$ cat config.mk
export PLATFORM = sky130hd
export DESIGN_NAME = muldiv_ctrl
export DESIGN_NICKNAME = d
export VERILOG_FILES = /design/src/rtl/muldiv_ctrl.sv
export SDC_FILE = /design/constraint.sdc
export NUM_CORES = 1
export LEC_CHECK = 0
export ABC_CLOCK_PERIOD_IN_PS = 3500
export BUFFER_PORTS_ARGS = -buffer_cell sky130_fd_sc_hd__buf_2
export CAP_MARGIN = 5
export CORE_AREA = 2 2 155 157
export CTS_CLUSTER_DIAMETER = 200
export CTS_CLUSTER_SIZE = 16
export DETAILED_ROUTE_END_ITERATION = 16
export DIE_AREA = 0 0 157 159
export GPL_TIMING_DRIVEN = 1
export HOLD_SLACK_MARGIN = 0.02
export PLACE_DENSITY = 0.69
export REMOVE_ABC_BUFFERS = 1
export SLEW_MARGIN = 20
export SYNTH_ARGS = -nofsm -noshare
export SYNTH_HDL_FRONTEND = slang
export SYNTH_SLANG_ARGS = --single-unit
$ cat constraint.sdc
create_clock -name clk -period 3.5 [get_ports clk]
set_clock_uncertainty 0.15 [all_clocks]
set_input_delay 0.7 -clock clk [delete_from_list [all_inputs] [get_ports clk]]
set_output_delay 0.7 -clock clk [all_outputs]
set_load 0.01 [all_outputs]
$ cat src/rtl/muldiv_ctrl.sv
// muldiv_ctrl
// Sequences the multi-cycle multiplier and divider cores that sit behind the
// EX-stage ALU and owns the architected HI/LO registers.
//
// Ports:
//   clk, rst                 clock, synchronous active-high reset
//   ex_valid, flush          EX holds a real instruction / kill EX this cycle
//   req_func, req_sign       FUNC_MUL / FUNC_DIV / 0, signedness
//   source_a, source_b       operands (rs / rt)
//   hi_write, lo_write       MTHI / MTLO strobes, with *_write_data
//   hi, lo                   architected HI/LO
//   stall                    hold IF/ID/EX
//   mul_start, div_start     single-cycle start pulses
//   mul_abort, div_abort     single-cycle abort pulses
//   op_sign, op_a, op_b      latched operation to both cores
//   mul_done, mul_result     multiplier handshake, {hi, lo} product
//   div_done, div_quot, div_rem  divider handshake
//
// state | meaning
// IDLE  | waiting for a request; MTHI/MTLO applied here
// MUL   | multiplier running, pipeline held
// DIV   | divider running, pipeline held
// DONE  | instruction leaves EX; pending result committed to HI/LO

`ifndef W_DATA
`define W_DATA 32
`endif
`ifndef W_FUNC
`define W_FUNC 5
`endif
`ifndef FUNC_MUL
`define FUNC_MUL 5'd1
`endif
`ifndef FUNC_DIV
`define FUNC_DIV 5'd2
`endif

module muldiv_ctrl (
  input  logic                 clk,
  input  logic                 rst,
  input  logic                 ex_valid,
  input  logic                 flush,
  input  logic [`W_FUNC-1:0]   req_func,
  input  logic                 req_sign,
  input  logic [`W_DATA-1:0]   source_a,
  input  logic [`W_DATA-1:0]   source_b,
  input  logic                 hi_write,
  input  logic                 lo_write,
  input  logic [`W_DATA-1:0]   hi_write_data,
  input  logic [`W_DATA-1:0]   lo_write_data,
  output logic [`W_DATA-1:0]   hi,
  output logic [`W_DATA-1:0]   lo,
  output logic                 stall,
  output logic                 mul_start,
  output logic                 div_start,
  output logic                 mul_abort,
  output logic                 div_abort,
  output logic                 op_sign,
  output logic [`W_DATA-1:0]   op_a,
  output logic [`W_DATA-1:0]   op_b,
  input  logic                 mul_done,
  input  logic [2*`W_DATA-1:0] mul_result,
  input  logic                 div_done,
  input  logic [`W_DATA-1:0]   div_quot,
  input  logic [`W_DATA-1:0]   div_rem
);

  typedef enum logic [1:0] {
    S_IDLE = 2'd0,
    S_MUL  = 2'd1,
    S_DIV  = 2'd2,
    S_DONE = 2'd3
  } state_t;

  state_t state, state_next;

  logic [`W_DATA-1:0] pend_hi, pend_lo;
  logic               commit;

  logic live, is_mul, is_div, div_zero;

  assign live     = ex_valid & ~flush;
  assign is_mul   = (req_func == `FUNC_MUL);
  assign is_div   = (req_func == `FUNC_DIV);
  assign div_zero = (source_b == '0);

  // State register
  always_ff @(posedge clk) begin
    if (rst) state <= S_IDLE;
    else     state <= state_next;
  end

  // Next-state logic; flush always wins over a coincident done
  always_comb begin
    state_next = state;
    unique case (state)
      S_IDLE: begin
        if (live && is_mul)                  state_next = S_MUL;
        else if (live && is_div && !div_zero) state_next = S_DIV;
        else if (live && is_div && div_zero)  state_next = S_DONE;
      end
      S_MUL: begin
        if (flush)         state_next = S_IDLE;
        else if (mul_done) state_next = S_DONE;
      end
      S_DIV: begin
        if (flush)         state_next = S_IDLE;
        else if (div_done) state_next = S_DONE;
      end
      S_DONE: state_next = S_IDLE;
      default: state_next = S_IDLE;
    endcase
  end

  // Outputs; everything is forced quiet while rst is held since the state
  // register may still hold a stale value during the first reset cycle.
  always_comb begin
    stall     = 1'b0;
    mul_start = 1'b0;
    div_start = 1'b0;
    mul_abort = 1'b0;
    div_abort = 1'b0;
    if (!rst) begin
      unique case (state)
        S_IDLE: begin
          stall     = live & (is_mul | is_div);
          mul_start = live & is_mul;
          div_start = live & is_div & ~div_zero;
        end
        S_MUL: begin
          stall     = ~flush;
          mul_abort = flush;
        end
        S_DIV: begin
          stall     = ~flush;
          div_abort = flush;
        end
        default: ;
      endcase
    end
  end

  // Datapath: operand latch, pending result, HI/LO
  always_ff @(posedge clk) begin
    if (rst) begin
      hi      <= '0;
      lo      <= '0;
      pend_hi <= '0;
      pend_lo <= '0;
      commit  <= 1'b0;
      op_a    <= '0;
      op_b    <= '0;
      op_sign <= 1'b0;
    end else begin
      unique case (state)
        S_IDLE: begin
          if (live && (is_mul || (is_div && !div_zero))) begin
            op_a    <= source_a;
            op_b    <= source_b;
            op_sign <= req_sign;
          end else if (live && is_div) begin
            // divide by zero: leave HI/LO untouched
            commit <= 1'b0;
          end else if (live) begin
            if (hi_write) hi <= hi_write_data;
            if (lo_write) lo <= lo_write_data;
          end
        end
        S_MUL: begin
          if (mul_done && !flush) begin
            pend_hi <= mul_result[2*`W_DATA-1:`W_DATA];
            pend_lo <= mul_result[`W_DATA-1:0];
            commit  <= 1'b1;
          end
        end
        S_DIV: begin
          if (div_done && !flush) begin
            pend_hi <= div_rem;
            pend_lo <= div_quot;
            commit  <= 1'b1;
          end
        end
        S_DONE: begin
          if (commit && !flush) begin
            hi <= pend_hi;
            lo <= pend_lo;
          end
          commit <= 1'b0;
        end
        default: ;
      endcase
    end
  end

endmodule

==> results of run 1 <==
worst paths after layout:
path / end / depth (start not counted) / slack, ns
max: mul_start / 6 / 0.29
min: op_b[19] / 2 / 0.32
max reg2reg: lo[1] / 8 / 0.57
min reg2reg: op_b[19] / 2 / 0.32
cell usage after synthesis, types with 2 or more instances:
| master | count | area share |
|---|---|---|
| a211oi_1 | 66 | 0.054 |
| a211oi_2 | 30 | 0.041 |
| a21oi_1 | 36 | 0.020 |
| a22oi_1 | 2 | 0.0016 |
| and3b_1 | 2 | 0.0019 |
| buf_1 | 8 | 0.0033 |
| buf_2 | 5 | 0.0027 |
| buf_4 | 6 | 0.0049 |
| buf_6 | 4 | 0.0049 |
| clkbuf_1 | 57 | 0.023 |
| dfxtp_1 | 196 | 0.43 |
| ha_1 | 4 | 0.0054 |
| inv_1 | 7 | 0.0029 |
| mux2_2 | 32 | 0.039 |
| mux2i_1 | 193 | 0.21 |
| nand2_1 | 3 | 0.0012 |
| nand2b_1 | 132 | 0.090 |
| nand4_1 | 2 | 0.0014 |
| nor2_1 | 101 | 0.041 |
| nor2b_1 | 3 | 0.0020 |
| nor3_1 | 4 | 0.0022 |
| nor4_1 | 9 | 0.0061 |
report_power, final:
| part | switching, mW | internal [mW] |
|---|---|---|
| logic | 1.47 | 1.20 |
| registers | 0.229 | 2.69 |
| clock network | 0.957 | 0.973 |
| total | 2.65 | 4.86 |
worst max-delay path: cells and delay by family:
family / cells / cell delay (ns)
and+or+nand+nor: 4 / 1.28
buffers and inverters: 2 / 0.37
state kept, by name, indices dropped and copies added, names as in the netlist:
name     flops
hi          32
pend_hi     32
op_a        32
lo          32
pend_lo     32
commit       1
op_sign      1
op_b        32
state        2
cell families (layout without fill, tap and decap cells):
| logic type | after synthesis | in the layout | synth area share |
|---|---|---|---|
| and+or+nand+nor | 263 | 263 | 0.152 |
| adders and majority gates | 4 | 4 | 0.00544 |
| buffers and inverters | 87 | 459 | 0.0419 |
| AOI/OAI and AO/OA | 142 | 142 | 0.124 |
| other | 0 | 1 | 0 |
| xor gates and xnor gates | 1 | 1 | 0.000953 |
| DFF | 196 | 196 | 0.427 |
| muxes | 225 | 225 | 0.249 |
per-layer routing:
| metal | part of all wire | up-vias | routed length (microns) |
|---|---|---|---|
| met4 | 0.014 | 2 | 365 |
| met2 | 0.48 | 271 | 12300 |
| met3 | 0.076 | 27 | 1930 |
| met1 | 0.43 | 3508 | 10800 |
| met5 | 0.00063 | - | 16 |
| li1 | - | 3957 | - |
layout make-up:
cell class | count | share of cell area
multi-input combinational | 635 | 0.408
antenna | 1 | 0.000207
inverter | 7 | 0.00217
clock inverter | 13 | 0.0116
clock buffer | 19 | 0.0366
sequential | 196 | 0.325
timing repair buffer | 420 | 0.184
tap | 319 | 0.0330
==> out/qor.txt, run 1 <==
Nature of the critical path startpoint: input port
Die ar.: 25000 sq um
EDFF count, synth: 0
Power per Cell Area: 621 nW/um^2
Met3 usage: 0.0544
Commonest non-fill, non-tap cell in the layout: buf_2
DPL Wire Length: 19000 microns
Root buffer cell: clkbuf_16
RSZ-0062 raised after global routing: no
Clock sink total: 196
Fillers: 2188
Crit-path max FO: 9
HP Start: op_b[19]
Setup tns final: 0 ns
Die height: 159 microns
Area of the multi-input gates: 4930 sq um
Ports: 404
Outcome: finished clean
Initial DRT Pass Iterations: 4
Htree depth: 4
DR WL/cell: 15.8 microns
Hold_ws: 0.320 ns
Share of cells above drive strength 1: 0.405
First-pass GRT wire length: 39500 microns
Post-layout net count: 1551
Final cell count without fillers: 1610
Setup violations, final: 0
Finished Cell Area: 12100 sq um
Placed Area: 11500 sq um
Synth Register Bits: 196
DRC violation count after routing: 0
Final hold vios: 0
Top FF cell, synth: dfxtp_1
Worst setup margin: 0.290 ns
Met1 capacity usage during global routing: 0.235
Port Buffers: 403
Crit path cell chain: buf_2, or4b_4, nor3_1, nand3_1, nor2_1, buf_2
CP Launch Point: flush
CTS max path bufs: 2
Lkg Pwr: 5.22 nW
Row count: 56
Max IR drop VDD: 0.374 mV
Power, Total: 7.51 mW
Async SR Flop Fraction: 0
Register area: 3920 sq um
Fin crit share: 0.917
Pins over their slew limit: 0
Largest stage delay on the critical path: 0.59 ns
Die width: 157 microns
Setup CP Type: in2out
YS warnings: 0
CP Capture Type: primary output
Max-cap violations: 0
Synth Cell Area: 9200 sq um
CP arrival: 2.36 ns
Avg Cell Area, Syn: 10.0 sq um
Initial antenna violation count: 2
Vias in the first global route: 7583
Largest net degree at the start of global routing: 108
Post-cts gate resize count: 0
Critical-path top delay cell: or4b_4
Gr busiest metal: met2
Post-layout util: 0.521
Max transition margin: 0.368
Fin crit period: 3.21 ns
Num CTS Buffers: 17
Register area share after synthesis: 0.427
Maximum clock frequency: 312 MHz
WP data required: 2.65 ns
Setup repair bufs after CTS: 0
Area grow syn2layout: 31.5%
Placed Cells: 1577
Synth cell types: 38
GR Overflow Total: 0
Post-Syn Instances: 918
Via density: 4.82
Gr usage total: 0.198
Place WS: 0.155 ns
Via count: 7765
GP Congestion: 0.756
Met2 usage in global routing: 0.349
Crit-path most repeated cell: buf_2
Hold crit path type: reg2reg
WL final: 25500 microns
DRT iter0 DRCs: 254
Initial Utilization: 0.397
Measured slew at the worst slew-check pin: 0.949 ns
Clock Latency Late Sink: 0.43 ns
TritonCTS clock tree: done
Most frequent cells in the layout: 402 x buf_2, 196 x dfxtp_1, 193 x mux2i_1, 132 x nand2b_1, 101 x nor2_1
Hold Buf Count CTS: 0
Worst-path clk slew: 0.08 ns
Critical R2R Launch: state[0]
ANT nets after route: 0
Core area: 23200 sq um
Note: power is estimated with default switching activity, not from simulation.
==> run 2: changes to the inputs <==
ABC_CLOCK_PERIOD_IN_PS = 2610   (was 3500)
CORE_AREA = 2 2 159 161   (was 2 2 155 157)
DIE_AREA = 0 0 161 163   (was 0 0 157 159)
PLACE_DENSITY = 0.68   (was 0.69)
clock period = 2.61 ns   (was 3.5 ns; I/O delays follow)
==> run 2 against run 1 <==
Effect of this change:
- final cell count rose by 1.7%
- critical path depth rose by 1
- combinational power rose by 40%
- sequential cell count did not move
- largest power group unchanged
- highest routed layer unchanged
==> out/qor.txt, run 2 (synthesized netlist as in run 1, its figures left out) <==
Outcome: finished clean
Row count: 58
TritonCTS clock tree: done
Max IR drop VDD: 0.461 mV
Pins over their slew limit: 0
Clock sink total: 196
Max transition margin: 0.608
Commonest non-fill, non-tap cell in the layout: buf_2
Most frequent cells in the layout: 400 x buf_2, 195 x dfxtp_1, 193 x mux2i_1, 132 x nand2b_1, 99 x nor2_1
RSZ-0062 raised after global routing: yes
Worst-path clk slew: 0.08 ns
Htree depth: 4
Psw: 3.62 mW
Final hold vios: 0
Hold_ws: 0.196 ns
Max-cap violations: 0
Measured slew at the worst slew-check pin: 0.588 ns
Fillers: 2358
Sequential share of power: 0.383
Setup tns final: 0 ns
Core area: 24700 sq um
Maximum clock frequency: 389 MHz
DR WL/cell: 15.9 microns
DRC violation count after routing: 0
GR Overflow Total: 0
Num CTS Buffers: 17
WP data required: 1.94 ns
Die height: 163 microns
Setup CP Type: reg2out
Crit-path max FO: 4
Largest net degree at the start of global routing: 152
Fin crit period: 2.57 ns
Post-layout net count: 1568
Initial DRT Pass Iterations: 4
Port Buffers: 403
Logic pwr share: 0.365
Power per Cell Area: 826 nW/um^2
ANT nets after route: 0
CP Capture Type: primary output
WL final: 26000 microns
Lkg Pwr: 5.32 nW
Int Power: 6.59 mW
Fin crit share: 0.985
Share of cells above drive strength 1: 0.422
Hold crit path type: in2reg
Nature of the critical path startpoint: register
Clock power frac: 0.252
Die ar.: 26200 sq um
Sw frac: 0.355
Via density: 4.81
Initial Utilization: 0.373
Clock Latency Late Sink: 0.43 ns
GP Congestion: 0.787
Initial antenna violation count: 2
CP arrival: 1.90 ns
Via count: 7875
First-pass GRT wire length: 40000 microns
CTS max path bufs: 2
Setup violations, final: 0
Root buffer cell: clkbuf_16
DPL Wire Length: 18900 microns
DRT iter0 DRCs: 355
Ports: 404
Gr usage total: 0.190
Die width: 161 microns
Vias in the first global route: 7572
Area grow syn2layout: 34.4%
==> run 2: per-layer routing <==
metal	global-route usage	up-vias	wire, microns
met5	0	-	12
met4	0.0532	2	430
met3	0.0497	28	1760
met2	0.324	269	12500
met1	0.237	3571	11300
li1	-	4005	-
==> run 2: worst max-delay path, stage by stage, from the launching register on <==
cell and delay, ns:
dfxtp_2 0.34, inv_4 0.08, ha_4 0.16, clkinvlp_4 0.15, nor3_4 0.25, o211a_1 0.21, nor2b_4 0.16, buf_6 0.11
==> run 2: final cells by class <==
class	count	area, sq um	share of cell area
repair buffers	437	2420	0.196
diodes	1	2.50	0.000202
clock inverters	14	143	0.0115
inverters	7	32.5	0.00263
multi-input cells	635	4990	0.404
well taps	330	413	0.0334
flip-flops and latches	196	3930	0.317
clock buffers	18	429	0.0347
==> run 2: per-stage QoR <==
step / utilization / cells / setup slack, ns / cell area [sq um] / power [mW]
global placement: 0.472 / 1599 / -0.119 / 11600 / 7.51
CTS: 0.498 / 1633 / -0.0205 / 12300 / 10.2
detailed placement: 0.472 / 1599 / -0.162 / 11600 / 7.60
floorplan: - / 838 / -2.95 / 8840 / 6.44
global route: 0.501 / 1638 / -0.0425 / 12400 / 10.9
finish: 0.501 / 1638 / 0.0404 / 12400 / 10.2
==> run 2: worst paths after layout <==
kind,start,end,slack (ns),depth (start not counted)
setup / recovery,state[0],div_start,0.04,7
hold / removal,source_a[8],op_a[8],0.20,3
setup reg to reg,state[0],hi[9],0.28,9
hold reg to reg,op_a[5],op_a[5],0.32,2
==> run 2: what timing repair did <==
action | 4_1_cts | 5_1_grt
hold buffers | 0 | 0
gates resized for setup | 9 | 14
pin swaps | 5 | 7
buffers inserted | 2 | 4
endpoints found under the hold margin | 0 | 0
endpoints found under the setup margin | 3 | 3
==> run 2: power by group through the flow <==
stage / logic (mW) / clock network (mW) / registers (mW)
final: 3.73 / 2.58 / 3.91
after global routing: 4.14 / 2.77 / 3.98
after CTS: 3.68 / 2.65 / 3.90
after detailed placement: 3.64 / 0 / 3.96
after global placement: 3.57 / 0 / 3.94
after floorplan: 2.43 / 0 / 4.01
